===== config.mk =====
export PLATFORM = sky130hd
export DESIGN_NAME = data_sync_tx_sched_flat
export DESIGN_NICKNAME = d
export VERILOG_FILES = /design/src/rtl/data_sync_tx_sched_pkg.sv /design/src/rtl/data_sync_tx_sched_if.sv /design/src/rtl/data_sync_tx_sched_rr_arbiter.sv /design/src/rtl/data_sync_tx_sched.sv /design/src/flat_wrapper.sv
export SDC_FILE = /design/constraint.sdc
export NUM_CORES = 1
export LEC_CHECK = 0
export BUFFER_PORTS_ARGS = -buffer_cell sky130_fd_sc_hd__buf_4
export CAP_MARGIN = 20
export CORE_ASPECT_RATIO = 1.1
export CORE_MARGIN = 3
export CORE_UTILIZATION = 35
export CTS_BUF_LIST = sky130_fd_sc_hd__clkbuf_4
export DETAILED_ROUTE_END_ITERATION = 8
export GPL_TIMING_DRIVEN = 0
export PLACE_DENSITY_LB_ADDON = 0.3
export SLEW_MARGIN = 20
export SYNTH_ARGS = -nofsm -noshare
export SYNTH_HDL_FRONTEND = slang
export SYNTH_SLANG_ARGS = --single-unit

===== constraint.sdc =====
create_clock -name CLK -period 3.6 [get_ports CLK]
set_input_delay 0 -clock CLK [delete_from_list [all_inputs] [get_ports CLK]]
set_output_delay 0 -clock CLK [all_outputs]
set_load 0.1 [all_outputs]

===== src/rtl/data_sync_tx_sched_pkg.sv =====
// Shared types and helpers for the source-domain transfer scheduler.
// The state encoding matches what the destination-side tooling expects.
package data_sync_tx_sched_pkg;

    typedef enum logic [1:0] {
        IDLE = 2'b00,
        HOLD = 2'b01,
        GAP  = 2'b10
    } state_e;

    // Returns the bit width needed to encode 0..value-1, never less than 1.
    function automatic int clog2(input int value);
        int r;
        r = 0;
        while ((1 << r) < value) r++;
        return (r < 1) ? 1 : r;
    endfunction

    function automatic int max2(input int a, input int b);
        return (a > b) ? a : b;
    endfunction

endpackage


===== src/rtl/data_sync_tx_sched_if.sv =====
// Requester handshake plus the bus driven toward the multi-bit synchronizer.
interface data_sync_tx_sched_if
    import data_sync_tx_sched_pkg::*;
#(
    parameter int BUS_WIDTH = 8,
    parameter int REQ_NUM   = 4
);
    localparam int IDX_W = clog2(REQ_NUM);

    logic [REQ_NUM-1:0]           req_valid;
    logic [REQ_NUM*BUS_WIDTH-1:0] req_data;
    logic [REQ_NUM-1:0]           req_grant;
    logic [BUS_WIDTH-1:0]         async_bus;
    logic                         async_bus_en;
    logic [IDX_W-1:0]             tx_src;
    logic                         busy;

    modport master (
        output req_valid, req_data,
        input  req_grant, async_bus, async_bus_en, tx_src, busy
    );

    modport slave (
        input  req_valid, req_data,
        output req_grant, async_bus, async_bus_en, tx_src, busy
    );

endinterface


===== src/rtl/data_sync_tx_sched_rr_arbiter.sv =====
// Combinational round-robin search starting one past the last winner.
module rr_arbiter
    import data_sync_tx_sched_pkg::*;
#(
    parameter int REQ_NUM = 4,
    localparam int IDX_W  = clog2(REQ_NUM)
) (
    input  logic [REQ_NUM-1:0] req,
    input  logic [IDX_W-1:0]   last,
    input  logic               advance,
    output logic [REQ_NUM-1:0] grant,
    output logic [IDX_W-1:0]   grant_idx
);

    logic             found;
    logic [IDX_W-1:0] idx;

    // NOTE: every output and temporary gets a default before the search so
    // no path through the loop leaves a value unassigned (no latch).
    always_comb begin
        grant     = '0;
        grant_idx = '0;
        found     = 1'b0;
        idx       = '0;
        for (int i = 1; i <= REQ_NUM; i++) begin
            idx = IDX_W'((int'(last) + i) % REQ_NUM);
            if (advance && !found && req[idx]) begin
                found      = 1'b1;
                grant[idx] = 1'b1;
                grant_idx  = idx;
            end
        end
    end

endmodule


===== src/rtl/data_sync_tx_sched.sv =====
// Picks one requester at a time and presents its word on a registered bus with
// an enable pulse of HOLD_CYCLES followed by GAP_CYCLES of quiet.
module data_sync_tx_sched
    import data_sync_tx_sched_pkg::*;
#(
    parameter int BUS_WIDTH   = 8,
    parameter int REQ_NUM     = 4,
    parameter int HOLD_CYCLES = 4,
    parameter int GAP_CYCLES  = 4
) (
    input logic                CLK,
    input logic                RST,
    data_sync_tx_sched_if.slave bus
);

    localparam int IDX_W = clog2(REQ_NUM);
    localparam int CNT_W = clog2(max2(HOLD_CYCLES, GAP_CYCLES) + 1);
    localparam logic [CNT_W-1:0] HOLD_LOAD = CNT_W'(HOLD_CYCLES - 1);
    localparam logic [CNT_W-1:0] GAP_LOAD  = CNT_W'(GAP_CYCLES - 1);

    state_e               state, state_n;
    logic [CNT_W-1:0]     cnt, cnt_n;
    logic                 en_q, en_n;
    logic [BUS_WIDTH-1:0] bus_q;
    logic [IDX_W-1:0]     src_q;
    logic [IDX_W-1:0]     last;
    logic [REQ_NUM-1:0]   grant;
    logic [IDX_W-1:0]     grant_idx;
    logic                 accept;
    logic [BUS_WIDTH-1:0] words [REQ_NUM];

    always_comb begin
        for (int i = 0; i < REQ_NUM; i++) begin
            words[i] = bus.req_data[i*BUS_WIDTH +: BUS_WIDTH];
        end
    end

    rr_arbiter #(.REQ_NUM(REQ_NUM)) u_arb (
        .req       (bus.req_valid),
        .last      (last),
        .advance   (state == IDLE),
        .grant     (grant),
        .grant_idx (grant_idx)
    );

    // The arbiter only grants valid requesters while idle, so any grant is a transfer.
    assign accept           = |grant;
    assign bus.req_grant    = grant;
    assign bus.async_bus    = bus_q;
    assign bus.async_bus_en = en_q;
    assign bus.tx_src       = src_q;
    assign bus.busy         = (state != IDLE);

    always_comb begin
        state_n = state;
        cnt_n   = cnt;
        en_n    = en_q;
        unique case (state)
            IDLE: if (accept) begin
                state_n = HOLD;
                cnt_n   = HOLD_LOAD;
                en_n    = 1'b1;
            end
            HOLD: if (cnt == '0) begin
                state_n = GAP;
                cnt_n   = GAP_LOAD;
                en_n    = 1'b0;
            end else begin
                cnt_n = cnt - 1'b1;
            end
            GAP: if (cnt == '0) begin
                state_n = IDLE;
                cnt_n   = '0;
            end else begin
                cnt_n = cnt - 1'b1;
            end
            default: begin
                state_n = IDLE;
                cnt_n   = '0;
                en_n    = 1'b0;
            end
        endcase
    end

    // NOTE: state registers use non-blocking assignment so every flop samples
    // the pre-edge values of the others.
    always_ff @(posedge CLK or negedge RST) begin
        if (!RST) begin
            state <= IDLE;
            cnt   <= '0;
            en_q  <= 1'b0;
            bus_q <= '0;
            src_q <= '0;
            last  <= IDX_W'(REQ_NUM - 1);
        end else begin
            state <= state_n;
            cnt   <= cnt_n;
            en_q  <= en_n;
            if (accept) begin
                bus_q <= words[grant_idx];
                src_q <= grant_idx;
                last  <= grant_idx;
            end
        end
    end

endmodule


===== src/flat_wrapper.sv =====
// flat-port wrapper written by rule: the top's interface ports become plain ports
module data_sync_tx_sched_flat import data_sync_tx_sched_pkg::*;
#(
    parameter int BUS_WIDTH   = 8,
    parameter int REQ_NUM     = 4,
    parameter int HOLD_CYCLES = 4,
    parameter int GAP_CYCLES  = 4
)
  (CLK, RST, bus_req_valid, bus_req_data, bus_req_grant, bus_async_bus, bus_async_bus_en, bus_tx_src, bus_busy);
  data_sync_tx_sched_if #(.BUS_WIDTH(BUS_WIDTH), .REQ_NUM(REQ_NUM)) bus_i ();
  input logic CLK;
  input logic RST;
  input wire logic [$bits(bus_i.req_valid)-1:0] bus_req_valid;
  input wire logic [$bits(bus_i.req_data)-1:0] bus_req_data;
  output wire logic [$bits(bus_i.req_grant)-1:0] bus_req_grant;
  output wire logic [$bits(bus_i.async_bus)-1:0] bus_async_bus;
  output wire logic [$bits(bus_i.async_bus_en)-1:0] bus_async_bus_en;
  output wire logic [$bits(bus_i.tx_src)-1:0] bus_tx_src;
  output wire logic [$bits(bus_i.busy)-1:0] bus_busy;
  assign bus_i.req_valid = bus_req_valid;
  assign bus_i.req_data = bus_req_data;
  assign bus_req_grant = bus_i.req_grant;
  assign bus_async_bus = bus_i.async_bus;
  assign bus_async_bus_en = bus_i.async_bus_en;
  assign bus_tx_src = bus_i.tx_src;
  assign bus_busy = bus_i.busy;
  data_sync_tx_sched #(.BUS_WIDTH(BUS_WIDTH), .REQ_NUM(REQ_NUM), .HOLD_CYCLES(HOLD_CYCLES), .GAP_CYCLES(GAP_CYCLES)) u_core (.CLK(CLK), .RST(RST), .bus(bus_i));
endmodule

======== After elaboration in Yosys (flattened, before gate mapping) ========
Cells that the tools add are included.
operators by class
  $add $sub $neg .......................... 5
  $lt $le $gt $ge ......................... 9
  equal/unequal tests ..................... 5
  mux-type cells .......................... 41
  bitwise gates (word level) .............. 5
  reductions and logical operators ........ 20
operators by type and width
  operator                                             count
  binary-select mux 8 bit (select 2 bit)               1
  2-to-1 mux 4 bit                                     4
  2-to-1 mux 8 bit                                     2
  2-to-1 mux 2 bit                                     7
  2-to-1 mux 1 bit                                     13
  < comparator 2 x 3 -> 1 bit, second input constant   4
  OR 4 bit                                             3
  logical AND 1 bit                                    11
  2-to-1 mux 3 bit                                     3
  case mux 3 bit (3 select lines)                      1
  binary-select mux 1 bit (select 2 bit)               4
  demux 1 bit (select 2 bit)                           4
  >= comparator 2 x 1 -> 1 bit, second input constant  4
  != test 2 x 1 -> 1 bit, second input constant        3
  case mux 2 bit (3 select lines)                      1
  AND reduction 3 bit                                  2
  adder 2 x 1 -> 2 bit, second input constant          2
  adder 2 bit, second input constant                   2
  OR reduction 4 bit                                   1
  >= comparator 3 bit, second input constant           1
  logical NOT 1 bit                                    3
  logical NOT 3 bit                                    1
  inverter 2 -> 3 bit                                  1
  case mux 1 bit (3 select lines)                      1
  6 further kinds                                      6
storage, ports and cells
  register bits ........................... 18
  input port bits ......................... 38
  output and inout bits ................... 16
  word-level logic and storage cells ...... 91

======== Depth between registers and ports, before layout ========
Gate-level depths: netlist of run 1.
  depth in word-level cells ............... 21
  mapped depth ............................ 11
  mapped depth without buffers ............ 8

======== By module ========
Synthesis of run 1 repeated with hierarchy kept, for this count alone.
unflattened totals
  cells, all modules ...................... 146
  area, all modules ....................... 1,441.4 sq um
by module, submodules not included
  module              instances  cells each  area an instance (sq um)
  data_sync_tx_sched  1          92          954.7
  rr_arbiter          1          54          486.7

======== Least setup slack after synthesis of run 1 ========
OpenSTA, ideal clock, no wires.
  path kind ............................... register to output
  from .................................... register u_core.last[0]
  to ...................................... output bus_req_grant[0]
  arrival ................................. 3,663 ps
  data required time ...................... 3,600 ps
  path slack .............................. -63 ps
  stages on the path, launching flop included .. 10
  buffers on the path ..................... 2
  cells stage by stage .................... dfstp_2 clkbuf_1 inv_1 ha_1 mux4_2 clkbuf_1 nor2_1 a22oi_1 o21a_1 nor2_1
on the way
  longest elaborated chain between the ends .. 17
  elaborated cells on any way between the ends .. 52
  classes of those cells .................. add/sub (4); order compare (8); mux (23); bitwise (3); reduce/logical (14)
RTL lines
  element                                                                               RTL line                             text
  start, declared                                                                       data_sync_tx_sched.sv:26             logic [IDX_W-1:0] last;
  start signal, assigned                                                                data_sync_tx_sched.sv:94             last <= IDX_W'(REQ_NUM - 1);
  start signal, assigned                                                                data_sync_tx_sched.sv:102            last <= grant_idx;
  parallel branches: the longest is 16 deep, another holds < comparator 2 x 3 -> 1 bit  -
  2-to-1 mux 4 bit (*)                                                                  data_sync_tx_sched_rr_arbiter.sv:27  if (advance && !found && req[idx]) begin
  end, declared                                                                         flat_wrapper.sv:15                   output wire logic [$bits(bus_i.req_grant)-1:0] bus_req_grant;
Mark *: on every way between the ends. The select of a mux whose other input is x is not followed.

======== Final worst setup path of run 1 ========
  from .................................... register u_core.last[0]
  to ...................................... register u_core.bus_q[1], in the netlist u_core.bus.async_bus[1]
on the way
  longest elaborated chain between the ends .. 21
  elaborated cells on any way between the ends .. 61
  classes of those cells .................. add/sub (4); order compare (8); mux (30); bitwise (4); reduce/logical (15)
RTL lines
  element                                              RTL line                             text
  adder 2 x 1 -> 2 bit                                 data_sync_tx_sched_rr_arbiter.sv:26  idx = IDX_W'((int'(last) + i) % REQ_NUM);
  binary-select mux 1 bit (select 2 bit)               data_sync_tx_sched_rr_arbiter.sv:27
  2-to-1 mux 1 bit (implied by the code)               data_sync_tx_sched_rr_arbiter.sv:27
  logical AND 1 bit                                    data_sync_tx_sched_rr_arbiter.sv:27
  2-to-1 mux 1 bit                                     data_sync_tx_sched_rr_arbiter.sv:27
  logical NOT 1 bit                                    data_sync_tx_sched_rr_arbiter.sv:27
  logical AND 1 bit (2 in a row)                       data_sync_tx_sched_rr_arbiter.sv:27
  2-to-1 mux 1 bit                                     data_sync_tx_sched_rr_arbiter.sv:27
  logical NOT 1 bit                                    data_sync_tx_sched_rr_arbiter.sv:27
  logical AND 1 bit (2 in a row)                       data_sync_tx_sched_rr_arbiter.sv:27
  2-to-1 mux 1 bit                                     data_sync_tx_sched_rr_arbiter.sv:27
  logical NOT 1 bit                                    data_sync_tx_sched_rr_arbiter.sv:27
  logical AND 1 bit (2 in a row)                       data_sync_tx_sched_rr_arbiter.sv:27
  2-to-1 mux 2 bit                                     data_sync_tx_sched_rr_arbiter.sv:27
  inverter 2 -> 3 bit (implied by the code)            data_sync_tx_sched.sv:100            bus_q <= words[grant_idx];
  binary-select mux 8 bit (select 2 bit)               data_sync_tx_sched.sv:100
  2-to-1 mux 8 bit (implied by the code) (2 in a row)  data_sync_tx_sched.sv:100
  end signal, assigned                                 data_sync_tx_sched.sv:100
  end, declared                                        data_sync_tx_sched.sv:24             logic [BUS_WIDTH-1:0] bus_q;
Several ways; a longest one is shown, not always the timed one. The select of a mux whose other input is x is not followed.
A chain may end at the register's enable or synchronous reset.

==> results_dict.tcl, run 1 <==
set metrics [dict create \
    status "completed" \
    finClkSkew_ps 5.67 \
    synth_fa_ha_area_share_pct 7.82 \
    floorplan.core_area_sq_um 4350 \
    first_global_vias 1561 \
    hold_viol_final 0 \
    drc 0 \
    layout_cell_share_with_drive_strength_beyond_1_pct 32.1 \
    io-pin-count 54 \
    fmax_mhz 296 \
    grt_antenna_before_repair 0 \
    area_growth_syn_to_layout_pct 32.7 \
    global_route.overflow_total 0 \
    clk_root_buffer_cell "clkbuf_4" \
    report.final.slew_viol_count 0 \
    die_area_sq_um 5420 \
    netlist-cell-type-count 40 \
    detailed_place_hpwl_um 3180 \
    cts-buffers-inserted 3 \
    worst_setup_path_end_kind "register" \
    min-delay-path-class "in2reg" \
    setup.worst_path.class "reg2reg" \
    rows 25 \
    filler_cell_count 439 \
    ant_nets 0 \
    track_usage_pct 15.9 \
    vias_per_cell 5.47 \
    cp.arrival_ps 3520 \
    syn_area_sq_um 1600 \
    worst-r2r-setup-slack_ps 230 \
    fraction_of_synthesized_cell_area_in_xor_and_xnor_cells_pct 0 \
    synth.net_count 226 \
    postSynth.topFlopCell "dfrtp_1" \
    portBuffers 52 \
    drt_pass1_iterations 4 \
    final-seq-area_sq_um 453 \
    yosys_warning_total 0 \
    sum_of_negative_setup_slack_ps 0 \
    routed-via-count 1576 \
    synth_area_per_cell_sq_um 8.98 \
    dieWidth_um 70.4 \
    grt_setup_unrepaired "false" \
    post-route-min-period_ps 3370 \
    clock_latency_ps 290 \
    numClockSinks 18 \
    start_kind "register" \
    ys_seq_area_share_pct 28.3 \
    insertedDiodeCount 0 \
    die_h_um 76.9 \
    grt_pass1_wl_um 7140 \
    cts_htree_levels 1 \
    grt_max_degree 19 \
    cts_buffer_depth 2 \
    muxShareOfSynthArea_pct 13.2 \
    synth-compound-area-share_pct 28.4 \
    post_synth_inst_count 178 \
    gpl.final_weighted_congestion 0.770 \
    slew_headroom_pct 62.5 \
    critical_path_peak_fanout 10 \
    first_iter_violations 85 \
    cap_viol_max_count 0 \
    yosys.area_share.simple_pct 13.7 \
    multi_input_area_sq_um 1030 \
    synth_top_family_by_area "compound AO/OA/AOI/OAI gates" \
    clk_pin_slew_worst_paths_ps 100 \
    drt-wirelength-per-cell_um 15.0 \
    nets 284 \
    start_util_pct 36.8 \
    synth-edff-count 0 \
    setup_viol 0 \
    data_required_critical_path_ps 3740 \
    timing.final.crit_share_pct 93.7 \
    synth_async_sr_flop_share_pct 100 \
    routed_wirelength_um 4330 \
    yosys_register_bits 18 \
    cts_tree "built" \
    worst_slew_pin_slew_ps 549 \
]
cell type report:
class	instances	share of cell area, %
plain buffers	9	3.18
clock buffers	3	1.06
inverters	17	3.01
multi-input cells	132	48.6
flip-flops and latches	18	21.3
well taps	54	3.18
repair buffers	55	19.6
repair_timing:
| item | in CTS | in global routing |
|---|---|---|
| endpoints found under the setup margin | 9 | 15 |
| hold endpoints to repair | 18 | 0 |
| pin swaps | 1 | 0 |
| setup buffers | 2 | 0 |
| hold buffers | 1 | 0 |
| gates resized for setup | 1 | 5 |
worst max-delay path: stages, from the launching register on:
cell	delay, ps
dfstp_2	660
clkbuf_2	260
inv_1	180
ha_1	420
mux4_2	360
or2_1	260
a2111oi_4	340
buf_4	210
nor2_1	50
a2111oi_0	400
a221oi_1	90
metal layers:
layer  track usage, %  up-vias  wire (um)
met5                0        -          0
met1             19.8      747       1920
met2             28.0       45       2180
li1                 -      782          -
met4             4.79        0         22
met3             2.23        2        199
path summary, 6_finish.rpt:
| path | startpoint | cells past startpoint | endpoint |
|---|---|---|---|
| hold / removal | bus_req_data[3] | 3 | u_core.bus.async_bus[3] |
| setup reg to reg | u_core.last[0] | 10 | u_core.bus.async_bus[1] |
| max in group asynchronous | RST | 2 | u_core.last[0] |
| min in group asynchronous | RST | 2 | u_core.cnt[0] |
| hold reg to reg | u_core.bus.tx_src[0] | 1 | u_core.bus.tx_src[0] |
| setup / recovery | u_core.last[0] | 10 | u_core.bus.async_bus[1] |
sequential cells by signal, indices dropped and copies added (netlist names):
register	flops
u_core.bus.async_bus	8
u_core.bus.async_bus_en	1
u_core.bus.tx_src	2
u_core.cnt	3
u_core.last	2
u_core.state	2
stage by stage:
stage	hold slack [ps]	worst slack (ps)	instance area [sq um]	util, %	instances
CTS	54.2	49.7	2110	48.6	290
floorplan	-296	63.6	1610	-	178
global placement	-113	-45.1	2070	47.5	284
finish	59.8	226	2120	48.8	288
global route	50.6	4.50	2120	48.8	288
detailed placement	-109	-36.4	2070	47.5	284
cell usage after synthesis (3+ instances only):
cell type / count / area (sq um)
inv_1: 16 / 60.1
clkbuf_1: 8 / 30.0
mux4_2: 3 / 67.6
nor2b_1: 5 / 31.3
nor2_1: 23 / 86.3
ha_1: 10 / 125
a22oi_1: 8 / 60.1
o21ai_0: 5 / 25.0
nand3_1: 8 / 40.0
o21a_1: 5 / 37.5
mux2i_1: 11 / 110
nand2_1: 4 / 15.0
a221oi_1: 10 / 87.6
a2111oi_0: 9 / 78.8
a21oi_1: 7 / 35.0
dfrtp_1: 16 / 400
cells by family after synthesis:
family,count (synthesis)
AOI/OAI and AO/OA,58
and+or+nand+nor,47
buffers and inverters,28
DFF,18
muxes,17
adders and majority gates,10
cell usage in the layout (no fill, tap or decap), drive strengths merged, types with 7 or more instances in the layout:
cell type	count
buf	57
nor2	23
inv	17
dfrtp	16
mux2i	11
a221oi	10
ha	10
a2111oi	10
clkbuf	9
a22oi	8
nand3	8
a21oi	7
Power of run 1 is not shown: default switching activity piles up to over one toggle a cycle in this logic, so the estimate is an artifact.
==> run 2: changes to the inputs <==
--- a/config.mk
+++ b/config.mk
@@ -13,6 +13,7 @@
 export CTS_BUF_LIST = sky130_fd_sc_hd__clkbuf_4
 export DETAILED_ROUTE_END_ITERATION = 8
 export GPL_TIMING_DRIVEN = 0
+export MAX_ROUTING_LAYER = met4
 export PLACE_DENSITY_LB_ADDON = 0.3
 export SLEW_MARGIN = 20
 export SYNTH_ARGS = -nofsm -noshare
==> run 2 against run 1 <==
First-iteration DRC count increased by 1.2%. Sequential share of layout area unchanged. Critical endpoint unchanged. Sequential cell count unchanged. Global-route usage increased by 0.41 points. Hold slack hardly changed. Routed wire length is 0.12% higher. Setup slack improved by 6.0 ps.
==> results_dict.tcl, run 2 (same netlist as run 1, synthesis figures left out) <==
set metrics [dict create \
    critical_path.cell_chain "clkbuf_2 -> inv_1 -> ha_1 -> mux4_2 -> or2_1 -> a2111oi_4 -> buf_4 -> nor2_1 -> a2111oi_0 -> a221oi_1" \
    fmax_mhz 297 \
    vias_per_cell 5.49 \
    layout_cell_share_with_drive_strength_beyond_1_pct 32.1 \
    slew_headroom_pct 61.7 \
    first_global_vias 1559 \
    grt_max_degree 19 \
    cp.arrival_ps 3510 \
    grt_pass1_wl_um 7130 \
    nets 284 \
    worst-r2r-setup-slack_ps 230 \
    io-pin-count 54 \
    hold_viol_final 0 \
    timing.final.crit_share_pct 93.6 \
    track_usage_pct 16.3 \
    critPathSlowestCell "dfstp_2" \
    cts-buffers-inserted 3 \
    min-delay-path-class "in2reg" \
    setup.worst_path.class "reg2reg" \
    worst_setup_path_end_kind "register" \
    filler_cell_count 439 \
    drt-wirelength-per-cell_um 15.0 \
    postLayoutSetupSlackWorst_ps 232 \
    numClockSinks 18 \
    rows 25 \
    clk_pin_slew_worst_paths_ps 100 \
    clk_root_buffer_cell "clkbuf_4" \
    layout_commonest_cell "buf_4" \
    grt_antenna_before_repair 0 \
    critical_path_peak_fanout 10 \
    data_required_critical_path_ps 3740 \
    post-route-min-period_ps 3370 \
    cts_tree "built" \
    cap_viol_max_count 0 \
    routed_wirelength_um 4330 \
    start_kind "register" \
    post-place-cells 284 \
    die_area_sq_um 5420 \
    portBuffers 52 \
    grt_setup_unrepaired "false" \
    timing.critical_path.slowest_cell_delay_ps 660 \
    area_growth_syn_to_layout_pct 32.7 \
    worst_slew_pin_slew_ps 560 \
    worstPathBufferInverterCount 3 \
    cts_htree_levels 1 \
    floorplan.core_area_sq_um 4350 \
    gpl.final_weighted_congestion 0.780 \
    first_iter_violations 86 \
    cpLargestDelayFamily "compound AO/OA/AOI/OAI gates" \
    final_cell_count_no_fill 288 \
    clock_latency_ps 290 \
    largest_register_ff_count 8 \
    start_util_pct 36.8 \
    detailed_place_hpwl_um 3180 \
    status "completed" \
    setup_viol 0 \
    mostFrequentLayoutCells "buf_4 (54), nor2_1 (20), inv_1 (16), dfrtp_1 (16), mux2i_1 (11)" \
    drt_pass1_iterations 4 \
    report.final.slew_viol_count 0 \
    dieWidth_um 70.4 \
    finClkSkew_ps 5.76 \
    cts_buffer_depth 2 \
    placement.setup.worst_slack_ps -36.4 \
    insertedDiodeCount 0 \
    global_route.overflow_total 0 \
    routed-via-count 1582 \
    die_h_um 76.9 \
    ant_nets 0 \
    drc 0 \
]
-- run 2: worst reg2reg max path, stage by stage, from the launching register on --
cell	delay (ps)
dfstp_2	660
clkbuf_2	260
inv_1	180
ha_1	420
mux4_2	360
or2_1	260
a2111oi_4	340
buf_4	210
nor2_1	50
a2111oi_0	400
a221oi_1	90
-- run 2: worst paths after layout --
kind / end / from / cells after the start
hold / removal: u_core.bus.async_bus[3] / bus_req_data[3] / 3
min in group asynchronous: u_core.cnt[0] / RST / 2
setup reg to reg: u_core.bus.async_bus[1] / u_core.last[0] / 10
hold reg to reg: u_core.bus.tx_src[0] / u_core.bus.tx_src[0] / 1
setup / recovery: u_core.bus.async_bus[1] / u_core.last[0] / 10
max in group asynchronous: u_core.last[0] / RST / 2
-- run 2: through the flow --
| stage | setup TNS [ps] | area (sq um) | hold WS [ps] | utilization, % |
|---|---|---|---|---|
| CTS | 0 | 2110 | 54.2 | 48.6 |
| detailed placement | -170 | 2070 | -109 | 47.5 |
| global placement | -111 | 2070 | -113 | 47.5 |
| global route | 0 | 2120 | 50.6 | 48.8 |
| finish | 0 | 2120 | 59.9 | 48.8 |
| floorplan | 0 | 1610 | -296 | - |
-- run 2: cell type report --
cell class | instances | area (sq um) | share of cell area [%]
Buffer | 9 | 67.6 | 3.18
Clock buffer | 3 | 22.5 | 1.06
Inverter | 17 | 63.8 | 3.01
Multi-Input combinational cell | 132 | 1030 | 48.6
Sequential cell | 18 | 453 | 21.3
Tap cell | 54 | 67.6 | 3.18
Timing Repair Buffer | 55 | 415 | 19.6
-- run 2: metal layers --
layer  vias up  share of wire [%]  global-route usage (%)
li1        782                  -                       -
met1       751                 45                    20.3
met2        47                 51                    28.1
met3         2                3.8                    1.18
met4         0               0.55                    4.79
met5         -                  0                       -
-- run 2: timing repair --
action / 4_1_cts / 5_1_grt
gates resized for setup: 1 / 5
buffers inserted: 2 / 0
pin swaps: 1 / 0
endpoints found under the hold margin: 18 / 0
hold buffers: 1 / 0
setup endpoints to repair: 9 / 15
Power of run 2 is left out for the same reason.
